==> config.mk <==
export PLATFORM = sky130hd
export DESIGN_NAME = lsu_axi_master_flat
export DESIGN_NICKNAME = d
export VERILOG_FILES = /design/src/rtl/axi_pkg.sv /design/src/rtl/axi_lite_if.sv /design/src/rtl/lsu_lane_align.sv /design/src/rtl/lsu_axi_master.sv /design/src/flat_wrapper.sv
export SDC_FILE = /design/constraint.sdc
export NUM_CORES = 1
export LEC_CHECK = 0
export CAP_MARGIN = 0
export CELL_PAD_IN_SITES_DETAIL_PLACEMENT = 1
export CELL_PAD_IN_SITES_GLOBAL_PLACEMENT = 2
export CORE_MARGIN = 2
export CORE_UTILIZATION = 23
export DETAILED_ROUTE_END_ITERATION = 8
export PLACE_DENSITY_LB_ADDON = 0.3
export SLEW_MARGIN = 40
export SYNTH_ARGS = -nofsm -noshare
export SYNTH_HDL_FRONTEND = slang
export SYNTH_HIERARCHICAL = 1
export SYNTH_SLANG_ARGS = --single-unit
==> constraint.sdc <==
create_clock -name clk -period 3.4 [get_ports clk]
set_input_delay 0.68 -clock clk [delete_from_list [all_inputs] [get_ports clk]]
set_output_delay 0.68 -clock clk [all_outputs]
set_load 0.005 [all_outputs]
==> src/rtl/axi_pkg.sv <==
// rtl/axi_pkg.sv - shared AXI4-Lite response codes, LSU size encodings and master FSM state type
package axi_pkg;

    localparam logic [1:0] OKAY   = 2'b00;
    localparam logic [1:0] SLVERR = 2'b10;
    localparam logic [1:0] DECERR = 2'b11;

    localparam logic [1:0] SZ_B = 2'd0;
    localparam logic [1:0] SZ_H = 2'd1;
    localparam logic [1:0] SZ_W = 2'd2;

    typedef enum logic [2:0] {
        ST_IDLE    = 3'd0,
        ST_RD_ADDR = 3'd1,
        ST_RD_DATA = 3'd2,
        ST_WR_REQ  = 3'd3,
        ST_WR_RESP = 3'd4,
        ST_RESP    = 3'd5
    } lsu_axi_state_t;

endpackage

==> src/rtl/axi_lite_if.sv <==
// rtl/axi_lite_if.sv - AXI4-Lite bus bundle with master and slave views
interface axi_lite_if #(
    parameter int ADDR_W = 32,
    parameter int DATA_W = 32
);
    logic [ADDR_W-1:0]   awaddr;
    logic                awvalid;
    logic                awready;
    logic [DATA_W-1:0]   wdata;
    logic [DATA_W/8-1:0] wstrb;
    logic                wvalid;
    logic                wready;
    logic [1:0]          bresp;
    logic                bvalid;
    logic                bready;
    logic [ADDR_W-1:0]   araddr;
    logic                arvalid;
    logic                arready;
    logic [DATA_W-1:0]   rdata;
    logic [1:0]          rresp;
    logic                rvalid;
    logic                rready;

    modport master (
        output awaddr, awvalid, wdata, wstrb, wvalid, bready, araddr, arvalid, rready,
        input  awready, wready, bresp, bvalid, arready, rdata, rresp, rvalid
    );

    modport slave (
        input  awaddr, awvalid, wdata, wstrb, wvalid, bready, araddr, arvalid, rready,
        output awready, wready, bresp, bvalid, arready, rdata, rresp, rvalid
    );
endinterface

==> src/rtl/lsu_lane_align.sv <==
// rtl/lsu_lane_align.sv - byte-lane steering for stores, lane extraction and extension for loads
module lsu_lane_align
    import axi_pkg::*;
(
    input  logic [1:0]  addr_lo,
    input  logic [1:0]  size,
    input  logic        is_unsigned,
    input  logic [31:0] st_data,
    input  logic [31:0] ld_word,
    output logic [31:0] st_lane,
    output logic [3:0]  st_strb,
    output logic [31:0] ld_data,
    output logic        misaligned
);
    logic [31:0] lane;

    // steer store data up to its lane, pull load data down and extend it by size
    always_comb begin
        st_lane = st_data << {addr_lo, 3'b000};
        lane    = ld_word >> {addr_lo, 3'b000};
        case (size)
            SZ_B: begin
                st_strb    = 4'b0001 << addr_lo;
                ld_data    = {{24{lane[7] & ~is_unsigned}}, lane[7:0]};
                misaligned = 1'b0;
            end
            SZ_H: begin
                st_strb    = 4'b0011 << addr_lo;
                ld_data    = {{16{lane[15] & ~is_unsigned}}, lane[15:0]};
                misaligned = addr_lo[0];
            end
            SZ_W: begin
                st_strb    = 4'b1111;
                ld_data    = ld_word;
                misaligned = |addr_lo;
            end
            default: begin
                st_strb    = 4'b0000;
                ld_data    = 32'd0;
                misaligned = 1'b1;
            end
        endcase
    end
endmodule

==> src/rtl/lsu_axi_master.sv <==
// rtl/lsu_axi_master.sv - single-outstanding LSU request to AXI4-Lite read/write master
module lsu_axi_master
    import axi_pkg::*;
#(
    parameter int ADDR_W = 32,
    parameter int DATA_W = 32
) (
    input  logic              clk,
    input  logic              reset,
    input  logic              req_valid,
    output logic              req_ready,
    input  logic              req_wen,
    input  logic [ADDR_W-1:0] req_addr,
    input  logic [1:0]        req_size,
    input  logic              req_unsigned,
    input  logic [DATA_W-1:0] req_wdata,
    output logic              resp_valid,
    output logic [DATA_W-1:0] resp_rdata,
    output logic              resp_err,
    axi_lite_if.master        m
);
    lsu_axi_state_t    state;
    logic [ADDR_W-1:0] ax_addr_q;
    logic [1:0]        addr_lo_q;
    logic [1:0]        size_q;
    logic              uns_q;
    logic              wen_q;
    logic [31:0]       wdata_q;
    logic [3:0]        wstrb_q;
    logic [31:0]       rdata_q;
    logic              err_q;
    logic              aw_done;
    logic              w_done;

    logic [1:0]        al_addr_lo;
    logic [1:0]        al_size;
    logic              al_unsigned;
    logic [31:0]       st_lane;
    logic [3:0]        st_strb;
    logic [31:0]       ld_data;
    logic              misaligned;
    logic              aw_hs;
    logic              w_hs;

    // in IDLE the aligner sees the incoming request; afterwards it sees the captured one
    always_comb begin
        al_addr_lo  = (state == ST_IDLE) ? req_addr[1:0] : addr_lo_q;
        al_size     = (state == ST_IDLE) ? req_size      : size_q;
        al_unsigned = (state == ST_IDLE) ? req_unsigned  : uns_q;
    end

    lsu_lane_align u_align (
        .addr_lo     (al_addr_lo),
        .size        (al_size),
        .is_unsigned (al_unsigned),
        .st_data     (req_wdata),
        .ld_word     (rdata_q),
        .st_lane     (st_lane),
        .st_strb     (st_strb),
        .ld_data     (ld_data),
        .misaligned  (misaligned)
    );

    assign aw_hs = m.awvalid && m.awready;
    assign w_hs  = m.wvalid && m.wready;

    // handshake outputs decode straight from state so reset clears them on the same edge
    always_comb begin
        req_ready  = (state == ST_IDLE);
        resp_valid = (state == ST_RESP);
        resp_err   = (state == ST_RESP) && err_q;
        resp_rdata = (state == ST_RESP && !err_q && !wen_q) ? ld_data : 32'd0;
        m.arvalid  = (state == ST_RD_ADDR);
        m.araddr   = ax_addr_q;
        m.rready   = (state == ST_RD_DATA);
        m.awvalid  = (state == ST_WR_REQ) && !aw_done;
        m.awaddr   = ax_addr_q;
        m.wvalid   = (state == ST_WR_REQ) && !w_done;
        m.wdata    = wdata_q;
        m.wstrb    = wstrb_q;
        m.bready   = (state == ST_WR_RESP);
    end

    // transaction sequencing: capture, address/data phases, response pulse
    always_ff @(posedge clk) begin
        if (reset) begin
            state     <= ST_IDLE;
            ax_addr_q <= '0;
            addr_lo_q <= 2'd0;
            size_q    <= 2'd0;
            uns_q     <= 1'b0;
            wen_q     <= 1'b0;
            wdata_q   <= 32'd0;
            wstrb_q   <= 4'd0;
            rdata_q   <= 32'd0;
            err_q     <= 1'b0;
            aw_done   <= 1'b0;
            w_done    <= 1'b0;
        end else begin
            case (state)
                ST_IDLE: begin
                    if (req_valid) begin
                        ax_addr_q <= {req_addr[ADDR_W-1:2], 2'b00};
                        addr_lo_q <= req_addr[1:0];
                        size_q    <= req_size;
                        uns_q     <= req_unsigned;
                        wen_q     <= req_wen;
                        wdata_q   <= st_lane;
                        wstrb_q   <= st_strb;
                        rdata_q   <= 32'd0;
                        err_q     <= misaligned;
                        aw_done   <= 1'b0;
                        w_done    <= 1'b0;
                        if (misaligned)   state <= ST_RESP;
                        else if (req_wen) state <= ST_WR_REQ;
                        else              state <= ST_RD_ADDR;
                    end
                end
                ST_RD_ADDR: begin
                    if (m.arready) state <= ST_RD_DATA;
                end
                ST_RD_DATA: begin
                    if (m.rvalid) begin
                        rdata_q <= m.rdata;
                        err_q   <= (m.rresp != OKAY);
                        state   <= ST_RESP;
                    end
                end
                ST_WR_REQ: begin
                    if ((aw_done || aw_hs) && (w_done || w_hs)) begin
                        aw_done <= 1'b0;
                        w_done  <= 1'b0;
                        state   <= ST_WR_RESP;
                    end else begin
                        if (aw_hs) aw_done <= 1'b1;
                        if (w_hs)  w_done  <= 1'b1;
                    end
                end
                ST_WR_RESP: begin
                    if (m.bvalid) begin
                        err_q <= (m.bresp != OKAY);
                        state <= ST_RESP;
                    end
                end
                ST_RESP: state <= ST_IDLE;
                default: state <= ST_IDLE;
            endcase
        end
    end
endmodule

==> src/flat_wrapper.sv <==
// flat-port wrapper written by rule: the top's interface ports become plain ports
module lsu_axi_master_flat import axi_pkg::*;
#(
    parameter int ADDR_W = 32,
    parameter int DATA_W = 32
)
  (clk, reset, req_valid, req_ready, req_wen, req_addr, req_size, req_unsigned, req_wdata, resp_valid, resp_rdata, resp_err, m_awaddr, m_awvalid, m_wdata, m_wstrb, m_wvalid, m_bready, m_araddr, m_arvalid, m_rready, m_awready, m_wready, m_bresp, m_bvalid, m_arready, m_rdata, m_rresp, m_rvalid);
  axi_lite_if #(.ADDR_W(ADDR_W), .DATA_W(DATA_W)) m_i ();
  input  logic clk;
  input  logic reset;
  input  logic req_valid;
  output logic req_ready;
  input  logic req_wen;
  input  logic [ADDR_W-1:0] req_addr;
  input  logic [1:0] req_size;
  input  logic req_unsigned;
  input  logic [DATA_W-1:0] req_wdata;
  output logic resp_valid;
  output logic [DATA_W-1:0] resp_rdata;
  output logic resp_err;
  output wire logic [$bits(m_i.awaddr)-1:0] m_awaddr;
  output wire logic [$bits(m_i.awvalid)-1:0] m_awvalid;
  output wire logic [$bits(m_i.wdata)-1:0] m_wdata;
  output wire logic [$bits(m_i.wstrb)-1:0] m_wstrb;
  output wire logic [$bits(m_i.wvalid)-1:0] m_wvalid;
  output wire logic [$bits(m_i.bready)-1:0] m_bready;
  output wire logic [$bits(m_i.araddr)-1:0] m_araddr;
  output wire logic [$bits(m_i.arvalid)-1:0] m_arvalid;
  output wire logic [$bits(m_i.rready)-1:0] m_rready;
  input wire logic [$bits(m_i.awready)-1:0] m_awready;
  input wire logic [$bits(m_i.wready)-1:0] m_wready;
  input wire logic [$bits(m_i.bresp)-1:0] m_bresp;
  input wire logic [$bits(m_i.bvalid)-1:0] m_bvalid;
  input wire logic [$bits(m_i.arready)-1:0] m_arready;
  input wire logic [$bits(m_i.rdata)-1:0] m_rdata;
  input wire logic [$bits(m_i.rresp)-1:0] m_rresp;
  input wire logic [$bits(m_i.rvalid)-1:0] m_rvalid;
  assign m_awaddr = m_i.awaddr;
  assign m_awvalid = m_i.awvalid;
  assign m_wdata = m_i.wdata;
  assign m_wstrb = m_i.wstrb;
  assign m_wvalid = m_i.wvalid;
  assign m_bready = m_i.bready;
  assign m_araddr = m_i.araddr;
  assign m_arvalid = m_i.arvalid;
  assign m_rready = m_i.rready;
  assign m_i.awready = m_awready;
  assign m_i.wready = m_wready;
  assign m_i.bresp = m_bresp;
  assign m_i.bvalid = m_bvalid;
  assign m_i.arready = m_arready;
  assign m_i.rdata = m_rdata;
  assign m_i.rresp = m_rresp;
  assign m_i.rvalid = m_rvalid;
  lsu_axi_master #(.ADDR_W(ADDR_W), .DATA_W(DATA_W)) u_core (.clk(clk), .reset(reset), .req_valid(req_valid), .req_ready(req_ready), .req_wen(req_wen), .req_addr(req_addr), .req_size(req_size), .req_unsigned(req_unsigned), .req_wdata(req_wdata), .resp_valid(resp_valid), .resp_rdata(resp_rdata), .resp_err(resp_err), .m(m_i));
endmodule
==> results of run 1 <==
-- cells by family (layout without fill, tap and decap cells) --
kind of cell / after synthesis / in the layout / share of synthesized area
AND/OR/NAND/NOR: 329 / 329 / 0.258
multiplexers: 37 / 37 / 0.0659
XOR/XNOR: 1 / 1 / 0.00144
AO/OA/AOI/OAI: 202 / 202 / 0.209
buffers and inverters: 102 / 316 / 0.102
other: 1 / 4 / 0.000617
flip-flops: 110 / 110 / 0.362
-- worst max-delay path by stage --
stage | slack, ns | start | depth (start not counted) | endpoint
after floorplan | 0.26 | u_core/state[1] | 10 | resp_rdata[22]
final | -0.18 | u_core/state[2] | 12 | resp_rdata[22]
after detailed placement | -0.49 | req_addr[0] | 9 | resp_rdata[28]
after global routing | -0.31 | u_core/state[2] | 12 | resp_rdata[22]
after global placement | -0.44 | req_addr[0] | 9 | resp_rdata[28]
after CTS | -0.26 | u_core/state[0] | 12 | resp_rdata[28]
-- critical path: stages (launching register included) --
cell	delay (ns)
dfxtp_2	0.34
nor3_4	0.21
buf_12	0.14
mux2_4	0.35
buf_6	0.13
mux2i_1	0.11
mux4_2	0.50
nor3_4	0.18
buf_12	0.15
buf_12	0.12
a21o_1	0.08
and2_1	0.11
buf_2	0.11
-- power groups by stage --
stage	clock network [mW]	logic (mW)	registers, mW
CTS	1.12	3.32	1.69
global route	1.16	3.65	1.72
global placement	0	3.07	1.71
finish	1.07	3.34	1.69
floorplan	0	1.78	1.69
detailed placement	0	3.08	1.72
-- cell usage after synthesis (all sizes together) --
cell,instances
nor3b,4
nor2b,13
and2,43
mux2,14
or3,2
a211oi,10
clkbuf,34
a311oi,2
o31ai,1
o22a,1
nand3,32
a22oi,7
and3,1
a22o,7
mux4,1
nand2b,4
or3b,1
buf,68
a21o,17
nand2,201
dfxtp,110
nand3b,4
conb,1
nor2,16
nor4bb,1
o21ai,24
a21oi,122
xnor2,1
a221o,8
a2111oi,1
o21a,2
mux2i,22
nor3,7
-- sequential cells by signal, indices dropped and copies added, names as in the netlist, 2 cells and up --
name              count
u_core/m.wdata       32
u_core/rdata_q       32
u_core/m.araddr      30
u_core/m.wstrb        4
u_core/state          3
u_core/addr_lo_q      2
u_core/size_q         2
-- area by class of cell --
class	count	area [um2]
timing repair buffer	301	2890
clock inverter	6	55.1
sequential	110	2200
fill	3119	16800
multi-input combinational	573	3340
clock buffer	9	225
tap	335	419
-- timing repair --
item | CTS | global route
pin swaps | 3 | 4
setup buffers | 18 | 1
gates resized for setup | 128 | 23
cloned | 2 | 0
endpoints found under the setup margin | 32 | 30
-- routing by layer --
layer / GRT usage / up-vias
met3: 0.0297 / 12
li1: - / 3028
met1: 0.243 / 2931
met4: 0.0405 / 0
met2: 0.266 / 153
met5: 0 / -
==> impl_metrics.csv, run 1 <==
group,metric,value,unit
cts,insertion_delay,0.36,ns
power_and_ir_drop,pwr-share-seq,0.277,
die,fp.dieW,167,um
timing,tightest_slew,0.660,ns
timing,period_needed,3.58,ns
layout,design_area,0.00914,mm2
critical_path,end_kind,"output pin",
run_status,failed_checks,"setup timing",
drt,wl_per_cell,18.0,um
timing,fin_ws,-0.180,ns
place,io_buffers,247,
timing,setup_tns,-3.37,ns
cts,cts-buffers-inserted,9,
grt,antenna_found_initial,0,
cts,path_clk_slew,0.07,ns
synthesis,syn_inst,782,
drt,drc,0,
power_and_ir_drop,p_comb_frac,0.548,
drt,vias,6124,
power_and_ir_drop,ir_worst_vdd,0.000215,V
hold_path,min_from,"u_core/rdata_q[3]",
die,initial_utilization,0.234,
die,die_h,167,um
layout,antenna_cells,0,
synthesis,ys_warn_count,6,
grt,grt_usage,0.170,
critical_path,worst-setup-path-type,"reg -> out",
grt,grt_pass1_wl,37200,um
synthesis,synth_top_cell_by_area,"dfxtp_1",
cts,cts.sink_count,110,
layout,final_common_cell,"clkdlybuf4s50_1",
drt,drtAntennaViolNets,0,
critical_path,timing.rr.end,"u_core/state[1]",
drt,drtIter0Drc,265,
critical_path,critPathMaxFanout,8,
place,gp_congestion,0.747,
cts,h-tree-depth,3,
layout,final_cell_mix,"clkdlybuf4s50_1 (213), nand2_1 (180), dfxtp_1 (108)",
cts,ctsHoldBuffers,0,
die,die_area,0.0277,mm2
synthesis,synth_area_leaders,"dfxtp_1 (36%), nand2_1 (11%), a21oi_1 (8.4%), and2_1 (4.4%), buf_4 (4.3%)",
critical_path,crit_arrival,2.90,ns
synthesis,ys_seq_area_frac,0.362,
drt,wl_met1,12000,um
timing,hold_viol,0,
drt,dr_wl_met2,10900,um
cts,cts_tree,"done",
critical_path,reg2reg_depth,12,
power_and_ir_drop,intPower,3.62,mW
drt,highest_layer,"met4",
layout,utilization,0.352,
power_and_ir_drop,p_per_area,667,mW/mm2
power_and_ir_drop,p_sw_frac,0.406,
hold_path,hold_depth,2,
timing,slew_violations,0,
synthesis,synth_area,0.00608,mm2
synthesis,synth_seq_cells,110,
timing,clock_skew,0.0115,ns
grt,grt_pass1_vias,6084,
layout,areaGrowthSynthToFinish,50.3,%
place,dpl_cell_area,0.00872,mm2
timing,slew-limit-headroom,0.560,
layout,nNetsFinal,1107,
grt,grt_overflow,0,
place,placed_cells,1301,
critical_path,crit_required,2.72,ns
place,dp_hpwl,17000,um
place,post-place-ws,-0.494,ns
grt,grt_start_max_net_pins,71,
timing,finalCritPeriodShare,1.05,
power_and_ir_drop,clockPowerShare,0.175,
layout,drive_gt1_frac,0.173,
critical_path,r2r_start,"u_core/state[2]",
synthesis,synthDistinctLibCells,44,
die,rows,59,
critical_path,r2r_setup_slack,0.74,ns
critical_path,startpoint_type,"flip-flop",
die,core,0.0260,mm2
synthesis,yosysTopAreaCellShare,0.362,
drt,via_per_inst,4.59,
timing,rsz0062_at_grt,"yes",
timing,whs,0.454,ns
drt,wirelength,24100,um
layout,fin_cells,1334,
hold_path,hp-class,"reg -> reg",
hold_path,hold_path_end,"u_core/rdata_q[3]",
timing,fmax,0.279,GHz
drt,first_pass_iters,4,
synthesis,syn-mean-instance-area,7.77,um2
timing,setup-violations-final,23,
power_and_ir_drop,p_sw,2.47,mW
cts,cts_root_buf,"clkbuf_16",
die,io_pins,252,
drt,dr_wl_met3,1020,um
power_and_ir_drop,total_power,6.09,mW
run_status,outcome,"complete, but fails checks",
cts,clockBufferDepth,2,
power_and_ir_drop,power_leakage,3.45,nW
run,cap_viol_max_count,0,
No activity file was read; power rests on OpenSTA's default activity.
==> run 2: changes to the inputs <==
--- a/config.mk
+++ b/config.mk
@@ -9,7 +9,8 @@
 export CELL_PAD_IN_SITES_DETAIL_PLACEMENT = 1
 export CELL_PAD_IN_SITES_GLOBAL_PLACEMENT = 2
 export CORE_MARGIN = 2
-export CORE_UTILIZATION = 23
+export CORE_UTILIZATION = 21
+export CTS_BUF_LIST = sky130_fd_sc_hd__clkbuf_8 sky130_fd_sc_hd__clkbuf_16
 export DETAILED_ROUTE_END_ITERATION = 8
 export PLACE_DENSITY_LB_ADDON = 0.3
 export SLEW_MARGIN = 40
==> constraint.sdc (replaced) <==
create_clock -name clk -period 3.1 [get_ports clk]
set_input_delay 0.62 -clock clk [delete_from_list [all_inputs] [get_ports clk]]
set_output_delay 0.62 -clock clk [all_outputs]
set_load 0.005 [all_outputs]
==> impl_metrics.csv, run 2 (synthesis results as in run 1) <==
group,metric,value,unit
layout,final_common_cell,"clkdlybuf4s50_1",
critical_path,crit_arrival,2.85,ns
power_and_ir_drop,power_leakage,3.48,nW
grt,grt_start_max_net_pins,44,
cts,cts_root_buf,"clkbuf_16",
cts,path_clk_slew,0.09,ns
drt,drtIter0Drc,332,
grt,grt_usage,0.155,
grt,antenna_found_initial,0,
critical_path,crit_required,2.48,ns
hold_path,hold_path_end,"u_core/m.wdata[5]",
cts,ctsHoldBuffers,0,
cts,clockBufferDepth,2,
layout,drive_gt1_frac,0.186,
die,die_h,174,um
place,post-place-ws,-0.675,ns
cts,insertion_delay,0.37,ns
timing,setup-violations-final,31,
layout,num-fill-cells,3372,
critical_path,critPathTopFamily,"multiplexers",
timing,slew_violations,0,
cts,cts.sink_count,110,
die,die_area,0.0303,mm2
hold_path,min_from,"u_core/m.wdata[5]",
cts,cts_tree,"done",
place,dpl_cell_area,0.00889,mm2
critical_path,cp_slowest_cell,"mux4_2",
timing,finalCritPeriodShare,1.12,
drt,vias,6110,
drt,first_pass_iters,4,
drt,wl_per_cell,17.2,um
die,core,0.0286,mm2
grt,grt_pass1_vias,6095,
critical_path,crit_chain,"nor3_4 -> buf_12 -> mux2_4 -> buf_6 -> nand2b_4 -> mux4_2 -> nor3_4 -> buf_12 -> buf_16 -> a21o_1 -> and2_1 -> buf_2",
die,fp.dieW,174,um
timing,fmax,0.288,GHz
timing,fin_ws,-0.375,ns
hold_path,hold_depth,2,
run_status,failed_checks,"setup timing",
critical_path,critPathMaxStageDelay,0.49,ns
cts,h-tree-depth,3,
die,io_pins,252,
grt,grt_pass1_wl,36900,um
critical_path,r2r_setup_slack,0.40,ns
critical_path,timing.rr.end,"u_core/state[1]",
place,io_buffers,247,
critical_path,worst-setup-path-type,"reg -> out",
critical_path,crit_buf_inv,5,
critical_path,startpoint_type,"flip-flop",
timing,period_needed,3.47,ns
drt,wirelength,23800,um
layout,antenna_cells,0,
drt,drc,0,
timing,hold_viol,0,
timing,tightest_slew,0.539,ns
critical_path,critPathMaxFanout,8,
grt,grt_overflow,0,
layout,areaGrowthSynthToFinish,53.1,%
layout,utilization,0.325,
die,rows,62,
layout,final_cell_mix,"clkdlybuf4s50_1 (214), nand2_1 (179), dfxtp_1 (108)",
timing,clock_skew,0.0187,ns
die,initial_utilization,0.212,
power_and_ir_drop,ir_worst_vdd,0.000314,V
drt,drtAntennaViolNets,0,
timing,rsz0062_at_grt,"yes",
critical_path,reg2reg_depth,11,
place,dp_hpwl,17300,um
critical_path,r2r_start,"u_core/state[1]",
timing,slew-limit-headroom,0.641,
power_and_ir_drop,p_per_area,733,mW/mm2
layout,design_area,0.00930,mm2
place,gp_congestion,0.755,
layout,nNetsFinal,1111,
drt,via_per_inst,4.40,
run,cap_viol_max_count,0,
run_status,outcome,"complete, but fails checks",
cts,cts-buffers-inserted,9,
critical_path,end_kind,"output pin",
hold_path,hp-class,"reg -> reg",
run 2: what timing repair did:
item / 4_1_cts / 5_1_grt
endpoints found under the hold margin: 0 / 0
setup buffers: 17 / 1
pin swaps: 11 / 8
endpoints found under the setup margin: 32 / 32
resized for setup: 144 / 13
cloned: 1 / 0
run 2: routing by layer:
metal | GRT usage | vias to the layer above | wire length [um]
li1 | - | 3043 | -
met1 | 0.221 | 2918 | 11800
met2 | 0.243 | 136 | 10800
met3 | 0.0297 | 13 | 1010
met4 | 0.0333 | 0 | 230
met5 | 0 | - | 0
run 2: where the power goes:
part	leakage, nW	switching (mW)	internal (mW)
Combinational	2.44	1.93	1.81
Clock	0.149	0.653	0.577
Sequential	0.897	0.180	1.67
Total	3.48	2.77	4.05
run 2: worst register-to-register path: cells and delay by family (launching register included):
family,cells,cell delay [ns]
compound gates,2,0.42
buf+inv,4,0.58
flops,1,0.34
mux,1,0.35
simple gates,4,0.87
run 2: area by class of cell:
cell class	count	area, um2	share of cell area
multi-input cells	573	3360	0.361
well taps	384	480	0.0516
repair buffers	305	2960	0.318
flip-flops and latches	110	2200	0.237
clock buffers	9	225	0.0242
clock inverters	7	77.6	0.00834
run 2: worst max path at each step:
stage / start / to / slack (ns) / cells after the start
floorplan: u_core/state[1] / resp_rdata[22] / 0.02 / 10
global placement: req_addr[0] / resp_rdata[26] / -0.63 / 9
detailed placement: req_addr[0] / resp_rdata[26] / -0.68 / 9
CTS: u_core/state[0] / resp_rdata[26] / -0.47 / 12
global route: u_core/state[1] / resp_rdata[19] / -0.52 / 12
finish: u_core/state[1] / resp_rdata[19] / -0.37 / 12
run 2: metrics by stage:
stage	std cells	TNS [ns]	power, mW	hold slack [ns]
detailed placement	1356	-19.24	5.38	0.445
finish	1388	-9.82	6.82	0.455
global route	1388	-14.17	7.31	0.474
CTS	1387	-11.95	6.88	0.457
global placement	1356	-18.19	5.36	0.439
floorplan	785	0	3.81	0.432
